--- src/rtl/turn_executor_if.sv ---
// turn_executor_if: command, sensor and motor signals between the CPU-side controller and turn_executor
interface turn_executor_if;
  logic       start;
  logic [4:0] path_len;
  logic [2:0] sensors;
  logic [1:0] turn_flag;
  logic       node_flag;
  logic       node_changed;
  logic [1:0] left_dir;
  logic [1:0] right_dir;
  logic       arrived;
  logic       fault;
  logic [4:0] node_count;
  modport master (
    output start, path_len, sensors, turn_flag,
    input  node_flag, node_changed, left_dir, right_dir, arrived, fault, node_count
  );
  modport slave (
    input  start, path_len, sensors, turn_flag,
    output node_flag, node_changed, left_dir, right_dir, arrived, fault, node_count
  );
endinterface

--- src/rtl/turn_executor.sv ---
// turn_executor: line follower that detects nodes, hands off to path_mapping, executes turns and stops on arrival
module turn_executor #(
  parameter int DEBOUNCE    = 8,
  parameter int CROSS_TICKS = 600000,
  parameter int TURN_WAIT   = 16,
  parameter int TURN_MIN    = 400000,
  parameter int UTURN_MIN   = 900000,
  parameter int TURN_MAX    = 3000000,
  parameter int LOST_TICKS  = 1500000,
  parameter int CW          = 24
) (
  input logic clk_3125KHz,
  input logic reset,
  turn_executor_if.slave bus
);
  localparam int DW = $clog2(DEBOUNCE + 1);
  localparam logic [1:0] STOP = 2'b00, FWD = 2'b01, REV = 2'b10;
  typedef enum logic [2:0] {IDLE, FOLLOW, CROSS, WAIT_TURN, SPIN, ARRIVED, FAULT} state_t;
  state_t state_q, state_d;
  logic [CW-1:0] timer_q, timer_d, timer_inc;
  logic [DW-1:0] deb_q, deb_d;
  logic [4:0] cnt_q, cnt_d;
  logic [1:0] left_q, left_d, right_q, right_d;
  logic flag_q, flag_d, uturn_q, uturn_d, arrived_q, arrived_d, fault_q, fault_d;
  logic spin_ok;
  assign timer_inc = &timer_q ? timer_q : timer_q + 1'b1;
  assign spin_ok = timer_q >= (uturn_q ? CW'(UTURN_MIN) : CW'(TURN_MIN));
  // One shared timer: lost-line count in FOLLOW, time since the node pulse in CROSS/WAIT_TURN, spin time in SPIN
  always_comb begin
    state_d = state_q;
    timer_d = timer_q;
    deb_d = '0;
    cnt_d = cnt_q;
    left_d = left_q;
    right_d = right_q;
    flag_d = 1'b0;
    uturn_d = uturn_q;
    if (!bus.start) begin
      state_d = IDLE;
      left_d = STOP;
      right_d = STOP;
    end else begin
      case (state_q)
        IDLE: begin
          cnt_d = '0;
          timer_d = '0;
          state_d = bus.path_len == 5'd0 ? ARRIVED : FOLLOW;
        end
        FOLLOW: begin
          deb_d = bus.sensors == 3'b111 ? deb_q + 1'b1 : '0;
          timer_d = bus.sensors == 3'b000 ? timer_inc : '0;
          if (bus.sensors == 3'b111 && deb_d == DW'(DEBOUNCE)) begin
            deb_d = '0;
            flag_d = 1'b1;
            cnt_d = &cnt_q ? cnt_q : cnt_q + 1'b1;
            state_d = CROSS;
            timer_d = '0;
            left_d = FWD;
            right_d = FWD;
          end else if (bus.sensors == 3'b000) begin
            if (timer_inc >= CW'(LOST_TICKS)) begin
              state_d = FAULT;
              left_d = STOP;
              right_d = STOP;
            end
          end else begin
            left_d = bus.sensors[2] & ~bus.sensors[0] ? STOP : FWD;
            right_d = bus.sensors[0] & ~bus.sensors[2] ? STOP : FWD;
          end
        end
        CROSS: begin
          timer_d = timer_inc;
          if (timer_q >= CW'(CROSS_TICKS - 1)) begin
            state_d = cnt_q == bus.path_len ? ARRIVED : WAIT_TURN;
            left_d = STOP;
            right_d = STOP;
          end
        end
        WAIT_TURN: begin
          timer_d = timer_inc;
          if (timer_q >= CW'(TURN_WAIT)) begin
            state_d = bus.turn_flag == 2'd0 ? FOLLOW : SPIN;
            timer_d = '0;
            uturn_d = bus.turn_flag == 2'd2;
            left_d = bus.turn_flag == 2'd3 ? REV : FWD;
            right_d = bus.turn_flag[0] ^ bus.turn_flag[1] ? REV : FWD;
          end
        end
        SPIN: begin
          timer_d = timer_inc;
          if (bus.sensors[1] && spin_ok) begin
            state_d = FOLLOW;
            timer_d = '0;
            left_d = FWD;
            right_d = FWD;
          end else if (timer_inc >= CW'(TURN_MAX)) begin
            state_d = FAULT;
            left_d = STOP;
            right_d = STOP;
          end
        end
        default: begin
          left_d = STOP;
          right_d = STOP;
        end
      endcase
    end
    arrived_d = state_d == ARRIVED;
    fault_d = state_d == FAULT;
  end
  always_ff @(posedge clk_3125KHz) begin
    if (reset) begin
      state_q <= IDLE;
      timer_q <= '0;
      deb_q <= '0;
      cnt_q <= '0;
      left_q <= STOP;
      right_q <= STOP;
      flag_q <= 1'b0;
      uturn_q <= 1'b0;
      arrived_q <= 1'b0;
      fault_q <= 1'b0;
    end else begin
      state_q <= state_d;
      timer_q <= timer_d;
      deb_q <= deb_d;
      cnt_q <= cnt_d;
      left_q <= left_d;
      right_q <= right_d;
      flag_q <= flag_d;
      uturn_q <= uturn_d;
      arrived_q <= arrived_d;
      fault_q <= fault_d;
    end
  end
  assign bus.node_flag = flag_q;
  assign bus.node_changed = flag_q;
  assign bus.left_dir = left_q;
  assign bus.right_dir = right_q;
  assign bus.arrived = arrived_q;
  assign bus.fault = fault_q;
  assign bus.node_count = cnt_q;
endmodule

--- src/flat_wrapper.sv ---
// flat-port wrapper written by rule: the top's interface ports become plain ports
module turn_executor_flat 
#(
  parameter int DEBOUNCE    = 8,
  parameter int CROSS_TICKS = 600000,
  parameter int TURN_WAIT   = 16,
  parameter int TURN_MIN    = 400000,
  parameter int UTURN_MIN   = 900000,
  parameter int TURN_MAX    = 3000000,
  parameter int LOST_TICKS  = 1500000,
  parameter int CW          = 24
)
  (clk_3125KHz, reset, bus_start, bus_path_len, bus_sensors, bus_turn_flag, bus_node_flag, bus_node_changed, bus_left_dir, bus_right_dir, bus_arrived, bus_fault, bus_node_count);
  turn_executor_if bus_i ();
  input logic clk_3125KHz;
  input logic reset;
  input wire logic [$bits(bus_i.start)-1:0] bus_start;
  input wire logic [$bits(bus_i.path_len)-1:0] bus_path_len;
  input wire logic [$bits(bus_i.sensors)-1:0] bus_sensors;
  input wire logic [$bits(bus_i.turn_flag)-1:0] bus_turn_flag;
  output wire logic [$bits(bus_i.node_flag)-1:0] bus_node_flag;
  output wire logic [$bits(bus_i.node_changed)-1:0] bus_node_changed;
  output wire logic [$bits(bus_i.left_dir)-1:0] bus_left_dir;
  output wire logic [$bits(bus_i.right_dir)-1:0] bus_right_dir;
  output wire logic [$bits(bus_i.arrived)-1:0] bus_arrived;
  output wire logic [$bits(bus_i.fault)-1:0] bus_fault;
  output wire logic [$bits(bus_i.node_count)-1:0] bus_node_count;
  assign bus_i.start = bus_start;
  assign bus_i.path_len = bus_path_len;
  assign bus_i.sensors = bus_sensors;
  assign bus_i.turn_flag = bus_turn_flag;
  assign bus_node_flag = bus_i.node_flag;
  assign bus_node_changed = bus_i.node_changed;
  assign bus_left_dir = bus_i.left_dir;
  assign bus_right_dir = bus_i.right_dir;
  assign bus_arrived = bus_i.arrived;
  assign bus_fault = bus_i.fault;
  assign bus_node_count = bus_i.node_count;
  turn_executor #(.DEBOUNCE(DEBOUNCE), .CROSS_TICKS(CROSS_TICKS), .TURN_WAIT(TURN_WAIT), .TURN_MIN(TURN_MIN), .UTURN_MIN(UTURN_MIN), .TURN_MAX(TURN_MAX), .LOST_TICKS(LOST_TICKS), .CW(CW)) u_core (.clk_3125KHz(clk_3125KHz), .reset(reset), .bus(bus_i));
endmodule
--- config.mk ---
export PLATFORM = sky130hd
export DESIGN_NAME = turn_executor_flat
export DESIGN_NICKNAME = d
export VERILOG_FILES = /design/src/rtl/turn_executor_if.sv /design/src/rtl/turn_executor.sv /design/src/flat_wrapper.sv
export SDC_FILE = /design/constraint.sdc
export NUM_CORES = 1
export LEC_CHECK = 0
export ABC_AREA = 1
export BUFFER_PORTS_ARGS = -buffer_cell sky130_fd_sc_hd__buf_2
export CAP_MARGIN = 15
export CORE_AREA = 2 2 75 105
export CTS_CLUSTER_DIAMETER = 80
export DETAILED_ROUTE_END_ITERATION = 10
export DIE_AREA = 0 0 77 107
export PLACE_DENSITY = 0.72
export SYNTH_ARGS = -nofsm -noshare
export SYNTH_HDL_FRONTEND = slang
export SYNTH_SLANG_ARGS = --single-unit
--- constraint.sdc ---
create_clock -name clk_3125KHz -period 4.7 [get_ports clk_3125KHz]
set_clock_uncertainty 0.1 [all_clocks]
set_input_delay 1.41 -clock clk_3125KHz [delete_from_list [all_inputs] [get_ports clk_3125KHz]]
set_output_delay 1.41 -clock clk_3125KHz [all_outputs]
set_load 0.005 [all_outputs]
==> results of run 1 <==
[state kept, by name, indices dropped and copies added (netlist names)]
name                     cells
u_core.timer_q              24
u_core.bus.node_count        5
u_core.deb_q                 4
u_core.state_q               3
u_core.bus.left_dir          2
u_core.bus.right_dir         2
u_core.bus.arrived           1
u_core.bus.fault             1
u_core.bus.node_changed      1
u_core.uturn_q               1
[cell type report]
class	count	area, sq um	area share, %
clock buffer	5	68.8	1.80
timing repair buffer	26	133	3.47
inverter	65	244	6.39
sequential	44	881	23.1
clock inverter	3	42.5	1.11
multi-input combinational	469	2330	61.0
tap	97	121	3.18
[power groups by stage]
stage | clock [mW] | sequential (mW) | combinational (mW)
after global placement | 0 | 0.386 | 0.0486
after global routing | 0.320 | 0.378 | 0.0571
after CTS | 0.307 | 0.378 | 0.0508
final | 0.298 | 0.378 | 0.0510
after floorplan | 0 | 0.386 | 0.0307
after detailed placement | 0 | 0.386 | 0.0505
[kinds of logic after synthesis]
family / after synthesis
compound gates: 69
fa+ha+maj: 15
buf+inv: 81
simple gates: 374
xor+xnor: 11
flops: 44
[worst min path at each step]
stage | start | to | slack, ns | depth (start not counted)
3_3_place_gp | u_core.deb_q[0] | u_core.deb_q[0] | 0.35 | 1
4_1_cts | u_core.deb_q[0] | u_core.deb_q[0] | 0.38 | 1
6_report | u_core.deb_q[0] | u_core.deb_q[0] | 0.37 | 1
3_5_place_dp | u_core.deb_q[0] | u_core.deb_q[0] | 0.35 | 1
2_1_floorplan | u_core.deb_q[0] | u_core.deb_q[0] | 0.33 | 1
5_1_grt | u_core.bus.left_dir[0] | u_core.bus.left_dir[0] | 0.41 | 2
[metrics by stage]
step | power [mW] | instance area, sq um | util (%) | setup WS, ns
finish | 0.726 | 3820 | 52.2 | 1.45
global route | 0.755 | 3820 | 52.2 | 1.17
CTS | 0.735 | 3820 | 52.2 | 1.52
detailed placement | 0.437 | 3710 | 50.7 | 1.24
global placement | 0.435 | 3710 | 50.7 | 1.29
floorplan | 0.417 | 3540 | - | 1.87
[critical path, cell delays in order (launching register included)]
cell and delay, ns:
dfxtp_1 0.48, ha_1 0.39, inv_1 0.12, nor2_4 0.21
nand2_4 0.13, nor2_8 0.16, nand2_4 0.21, nand2_1 0.24
nand2_1 0.08, nor2_1 0.15, nand2_1 0.07, nand3_1 0.17
nand2_1 0.11, nand3_2 0.09, nand3_1 0.14, o21ai_0 0.22
nor2_1 0.06
[placed cells by master (no fill, tap or decap), types with 15 or more instances in the layout]
| cell type | count |
|---|---|
| nand4_1 | 19 |
| nor2_1 | 73 |
| dfxtp_1 | 44 |
| nand2_1 | 186 |
| inv_1 | 63 |
| nand3_1 | 59 |
| buf_2 | 25 |
| ha_1 | 15 |
| o21ai_0 | 19 |
| a21oi_1 | 37 |
[layer usage]
metal,up-vias,part of all wire [%],global-route usage [%]
met5,-,0,0
met4,0,6.1,17.7
met3,42,4.1,3.20
met2,146,53,50.1
met1,1805,37,26.0
li1,1958,-,-
==> impl_metrics.ini, run 1 <==
[pwr]
clockPowerShare_pct = 41.0
p_comb_share_pct = 7.0
p_int_uw = 549
power_leakage_nw = 1.68
p_switching_uw = 177
swShare_pct = 24.4
worst_ir_drop_vdd_mv = 0.178
power.density_mw_per_mm2 = 190
power.share.sequential_pct = 52.0

[finish]
area_delta_synth_final_pct = 7.99
fill_cells = 816
nets = 639
insertedDiodeCount = 0
final_cell_count_no_fill = 709
drive_above_1_share_pct = 9.80

[floorplan]
fp.dieW_microns = 77
ios = 26
fp.dieH_microns = 107
die-area_sq_mm = 0.00824
start_util_pct = 48.4
coreArea_sq_mm = 0.00731
num_rows = 37

[synth]
yosysSeqAreaShare_pct = 24.9
syn_inst = 594
synth_warnings = 0
synth_area_leader_cell = dfxtp_1
yosys.area_share.adder_pct = 5.30
ys_ff_latch = 44
yosys.area_share.simple_pct = 47.1
synth_top_family_by_area = simple AND/OR/NAND/NOR gates
synth.most_common_cell = nand2_1
synth_compound_area_share_pct = 10.7
synth.avg_cell_area_sq_um = 5.96
synth-async-reset-ratio_pct = 0
synth_edf_count = 0
syn_nets = 622
synthTopCellsByArea = dfxtp_1 25%, nand2_1 20%, nand3_1 8.3%, nor2_1 7.7%, inv_1 6.7%
synth_top_cell_area_share_pct = 24.9
synth_common_cells = 186 x nand2_1, 73 x nor2_1, 63 x inv_1
ys_types = 36
synthFlopType = dfxtp_1
synth_area_sq_mm = 0.00354
synth-xor-area-share_pct = 2.72
synthMuxAreaShare_pct = 0

[clocking]
clk_pin_slew_ns = 0.09
clock-root-buffer = clkbuf_8
cts_post_setup_buffers_inserted = 0
insertion_delay_ns = 0.31
post_cts_resized = 0
cts_max_level = 2
numCtsBuffers = 5
cts_tree = built
clk_path_buf_depth = 2
cts-hold-fix-buffers = 0
cts_sinks = 44

[global_route]
grt_pass1_wl_mm = 17.2
grt-ovfl-total = 0
antenna_found_initial = 0
grt_pass1_vias = 3693
grt_start_max_net_pins = 32
grtUsageTotal_pct = 26.2

[placed_design]
routabilityCongestion = 0.955
numPortBuffers = 25
placed_cells = 701
dp_hpwl_mm = 8.11

[setup_path]
worstPathRequired_ns = 4.80
setup.worst_path.start = u_core.timer_q[0]
crit_end = u_core.bus.right_dir[0]
worstReg2RegEnd = u_core.bus.right_dir[0]
crit_arrival_ns = 3.34
path_class = reg -> reg
cp-end-kind = register
r2r_slack_ns = 1.45
timing.rr.start = u_core.timer_q[0]
r2r_cells = 16
crit_path_start_kind = register
crit_fanout = 31

[drt]
first_iter_violations = 246
via_per_inst = 5.57
route.antenna.remaining_nets = 0
wl_mm = 10.4
drc_errors = 0
wl_per_cell_microns = 14.7
vias = 3951
firstDrtPassIters = 5

[run_status]
status = completed

[timing]
tns_ns = 0
drv_slew = 0
fin_hold_ws_ns = 0.371
period_share_pct = 69.1
rsz0062_at_grt = no
hold_viol = 0
slew_headroom_pct = 45.4
setup_violations = 0
clock.fmax_mhz = 308
fin_crit_ns = 3.25
max_slew.worst_pin.slew_ns = 0.818

[min_path]
hold_path.class = reg -> reg

[job]
cap_violations = 0
Power figures use the tool's default switching activity.
==> run 2: changes to the inputs <==
==> constraint.sdc (replaced) <==
create_clock -name clk_3125KHz -period 3.1 [get_ports clk_3125KHz]
set_clock_uncertainty 0.1 [all_clocks]
set_input_delay 0.93 -clock clk_3125KHz [delete_from_list [all_inputs] [get_ports clk_3125KHz]]
set_output_delay 0.93 -clock clk_3125KHz [all_outputs]
set_load 0.005 [all_outputs]
==> run 2 against run 1 <==
First-iteration DRC count is 33% lower. Largest cell class unchanged. Critical endpoint is now u_core.bus.arrived. Fmax is 15% higher. Register-to-register slack worse by 1.2 ns. Clock-buffer cell count is 3 higher.
==> impl_metrics.ini, run 2 (synthesis gave the netlist of run 1 again) <==
[clocking]
insertion_delay_ns = 0.30
cts_max_level = 2
cts_tree = built
post_cts_resized = 0
clk_path_buf_depth = 2
cts-hold-fix-buffers = 0
cts_sinks = 44
clock-root-buffer = clkbuf_8
numCtsBuffers = 5
cts_post_setup_buffers_inserted = 0
clk_pin_slew_ns = 0.08

[finish]
insertedDiodeCount = 0
fin_area_sq_mm = 0.00389
nets = 648
largest_register_ffs = 24
largest-register = u_core.timer_q
drive_above_1_share_pct = 11.3
final_cell_mix = 186 x nand2_1, 72 x nor2_1, 63 x inv_1
final_common_cell = nand2_1
area_delta_synth_final_pct = 9.90
fill_cells = 834

[drt]
first_iter_violations = 166
firstDrtPassIters = 4
via_per_inst = 5.42
wl_mm = 10.6
wl_per_cell_microns = 14.8
vias = 3891
drc_errors = 0
route.antenna.remaining_nets = 0

[timing]
setup_violations = 0
slew_headroom_pct = 61.2
tns_ns = 0
fin_crit_ns = 2.82
max_slew.worst_pin.slew_ns = 0.577
hold_viol = 0
clock.fmax_mhz = 355
drv_slew = 0
rsz0062_at_grt = no
period_share_pct = 90.8

[pwr]
power_leakage_nw = 1.72
power.density_mw_per_mm2 = 264
worst_ir_drop_vdd_mv = 0.231

[floorplan]
start_util_pct = 48.4
fp.dieH_microns = 107
ios = 26
num_rows = 37
fp.dieW_microns = 77
coreArea_sq_mm = 0.00731
die-area_sq_mm = 0.00824

[min_path]
hold_path.class = reg -> reg
worstHoldPathCells = 2

[run_status]
status = completed

[placed_design]
placed_area_sq_mm = 0.00378
numPortBuffers = 25
routabilityCongestion = 0.974
dp_hpwl_mm = 8.61

[setup_path]
path_class = reg -> reg
worstPathRequired_ns = 3.21
crit_fanout = 31
r2r_cells = 18
cp-end-kind = register
crit_arrival_ns = 2.92
crit_path_start_kind = register

[global_route]
grt_pass1_vias = 3676
grtUsageTotal_pct = 26.4
grt-ovfl-total = 0
antenna_found_initial = 0
grt_pass1_wl_mm = 17.0
grt_start_max_net_pins = 32

[job]
cap_violations = 0
## run 2: cell types whose count changed in the layout (fill, tap and decap cells not counted), sizes merged
cell,previous run,this run
clkinv,1,0
clkbuf,5,8
buf,26,35
bufinv,1,0
clkinvlp,1,0
## run 2: power breakdown
group | total, mW | internal (mW) | switching, mW | leakage [nW]
Clock | 0.378 | 0.182 | 0.196 | 0.0455
Sequential | 0.573 | 0.568 | 0.00451 | 0.355
Combinational | 0.0775 | 0.0269 | 0.0506 | 1.32
Total | 1.03 | 0.777 | 0.251 | 1.72
## run 2: cell type report
type / count / area (sq um) / share of cell area [%]
Clock buffer: 8 / 90.1 / 2.32
Multi-Input combinational cell: 469 / 2350 / 60.5
Timing Repair Buffer: 35 / 200 / 5.15
Inverter: 65 / 244 / 6.27
Tap cell: 97 / 121 / 3.12
Sequential cell: 44 / 882 / 22.7
## run 2: worst max-delay path: stages, from the launching register on
cell	delay, ns
dfxtp_1	0.45
ha_4	0.21
inv_1	0.07
nor2_4	0.17
nand2_4	0.10
nor2_8	0.15
nand2_4	0.19
nand2_1	0.13
nand2_1	0.07
nor2_1	0.12
nand3_1	0.07
nor2_1	0.19
nand3_1	0.14
nand3_2	0.12
nand2_1	0.08
nand2_1	0.07
nand2_1	0.07
a21oi_1	0.16
nor2_1	0.05
## run 2: routing by layer
layer	GRT usage, %	up-vias	wire (microns)	share of wire [%]
met5	0	-	0	0
met4	17.6	0	491	4.6
met3	3.79	38	367	3.5
met2	51.1	97	5690	54
met1	25.4	1780	4070	38
li1	-	1976	-	-
## run 2: final timing paths
path	to	slack [ns]	from
worst max-delay path	u_core.bus.arrived	0.28	u_core.timer_q[1]
worst max register to register	u_core.bus.arrived	0.28	u_core.timer_q[1]
worst min register to register	u_core.bus.left_dir[0]	0.38	u_core.bus.left_dir[0]
worst min-delay path	u_core.bus.left_dir[0]	0.38	u_core.bus.left_dir[0]
## run 2: metrics by stage
step | hold slack (ns) | setup WS, ns | power (mW) | util [%] | instances
floorplan | 0.330 | 0.656 | 0.632 | - | 594
global placement | 0.346 | 0.270 | 0.662 | 51.6 | 710
detailed placement | 0.354 | 0.202 | 0.664 | 51.6 | 710
CTS | 0.374 | 0.181 | 1.04 | 52.9 | 718
global route | 0.384 | 0.0111 | 1.07 | 53.2 | 718
finish | 0.376 | 0.285 | 1.03 | 53.2 | 718
==> run 3: changes to the inputs <==
--- a/config.mk
+++ b/config.mk
@@ -12,7 +12,7 @@
 export CTS_CLUSTER_DIAMETER = 80
 export DETAILED_ROUTE_END_ITERATION = 10
 export DIE_AREA = 0 0 77 107
-export PLACE_DENSITY = 0.72
+export PLACE_DENSITY = 0.7
 export SYNTH_ARGS = -nofsm -noshare
 export SYNTH_HDL_FRONTEND = slang
 export SYNTH_SLANG_ARGS = --single-unit
==> run 3 against run 2 <==
Non-clock buffer count fell by 1. Clock power rose by 5.3%. Critical path type unchanged. Clock-buffer cell count fell by 1. Final area barely moved. Final cell count fell by 0.28%. Register-to-register slack got worse by 0.08 ns. Routed wire length rose by 0.25%. Critical path depth did not move. Sequential share of layout area barely moved. Worst hold slack got worse by 0.0025 ns. Utilization barely moved.
==> impl_metrics.ini, run 3 (synthesis gave the netlist of run 1 again) <==
[global_route]
grt_start_max_net_pins = 32
grt_pass1_vias = 3552
grt_pass1_wl_mm = 17.0
gr-usage-met2_pct = 52.0
use_met3_pct = 3.03
top_usage_layer = met2
grtUsageTotal_pct = 26.3
grt-ovfl-total = 0
grt_use_met1_pct = 26.2
antenna_found_initial = 0

[placed_design]
routabilityCongestion = 0.985
post-place-ws_ns = 0.204
placed_cells = 709
numPortBuffers = 25
dp_hpwl_mm = 8.57

[clocking]
cts_sinks = 44
clock-root-buffer = clkbuf_8
cts_tree = built
cts-hold-fix-buffers = 0
clk_pin_slew_ns = 0.08
clk_path_buf_depth = 2
cts_max_level = 2
insertion_delay_ns = 0.31
cts_post_setup_buffers_inserted = 0
numCtsBuffers = 5

[timing]
period_share_pct = 93.2
rsz0062_at_grt = no
fin_ws_ns = 0.209
drv_slew = 0
clock.fmax_mhz = 346
tns_ns = 0
max_slew.worst_pin.slew_ns = 0.593
fin_crit_ns = 2.89
setup_violations = 0
slew_headroom_pct = 60.1
hold_viol = 0

[finish]
final_cell_count_no_fill = 716
nets = 647
largest-register = u_core.timer_q
final_cell_mix = 184 x nand2_1, 73 x nor2_1, 63 x inv_1
insertedDiodeCount = 0
final_common_cell = nand2_1
seqCellArea_sq_um = 881
largest_register_ffs = 24
area_delta_synth_final_pct = 9.97
drive_above_1_share_pct = 11.3
multi_input_area_sq_mm = 0.00234
fill_cells = 811

[floorplan]
fp.dieH_microns = 107
ios = 26
start_util_pct = 48.4
coreArea_sq_mm = 0.00731
die-area_sq_mm = 0.00824
num_rows = 37
fp.dieW_microns = 77

[pwr]
power_leakage_nw = 1.72
totalPowerFinal_mw = 1.05
power.density_mw_per_mm2 = 269
worst_ir_drop_vdd_mv = 0.230

[drt]
wl_per_cell_microns = 14.9
route.antenna.remaining_nets = 0
wl_mm = 10.7
first_iter_violations = 218
drc_errors = 0
via_per_inst = 5.42
vias = 3884
firstDrtPassIters = 5

[setup_path]
worstPathRequired_ns = 3.21
crit_path_start_kind = register
cp-end-kind = register
crit_arrival_ns = 3.00
crit_fanout = 31
path_class = reg -> reg

[run_status]
status = completed

[min_path]
hold_path.class = reg -> reg

[job]
cap_violations = 0
-- run 3: critical path, stage by stage (launching register included) --
cell and delay [ns]:
dfxtp_1 0.41, ha_2 0.29, inv_1 0.09, nor2_4 0.18
nand2_4 0.10, nor2_8 0.14, nand2_4 0.20, nand2_1 0.13
nand2_1 0.09, nor2_1 0.12, nand3_1 0.08, nor2_1 0.17
nand3_1 0.13, nand3_2 0.13, nand2_1 0.08, nand2_1 0.08
nand2_1 0.07, a21oi_1 0.14, nor2_1 0.05
-- run 3: cell type report --
type | instances | area share [%]
flip-flops and latches | 44 | 22.6
clock buffers | 7 | 2.48
repair buffers | 34 | 5.27
inverters | 65 | 6.27
well taps | 97 | 3.12
multi-input cells | 469 | 60.2
-- run 3: worst paths after layout --
kind                startpoint                  to  slack (ns)  depth (start not counted)
min            u_core.deb_q[0]     u_core.deb_q[0]        0.37                          1
min reg2reg    u_core.deb_q[0]     u_core.deb_q[0]        0.37                          1
max          u_core.timer_q[1]  u_core.bus.arrived        0.21                         18
max reg2reg  u_core.timer_q[1]  u_core.bus.arrived        0.21                         18
-- run 3: timing repair --
action / 4_1_cts / 5_1_grt
endpoints found under the hold margin: 0 / 0
endpoints found under the setup margin: 0 / 7
gates resized for setup: 0 / 4
-- run 3: report_power, final --
group | total (mW) | switching, mW | internal (mW)
registers | 0.573 | 0.00452 | 0.568
logic | 0.0772 | 0.0503 | 0.0269
clock network | 0.398 | 0.199 | 0.199
-- run 3: stage by stage --
step           hold WS, ns  util [%]  cell area (sq um)
3_5_place_dp         0.359      51.7               3780
2_1_floorplan        0.330         -               3540
5_1_grt              0.391      53.2               3890
6_report             0.374      53.2               3890
4_1_cts              0.382      53.0               3880
3_3_place_gp         0.345      51.7               3780
-- run 3: layer usage --
layer  routed length, microns  vias to the layer above
li1                         -                     1973
met5                        0                        -
met3                      395                       31
met4                      504                        0
met2                     5700                      116
met1                     4050                     1764
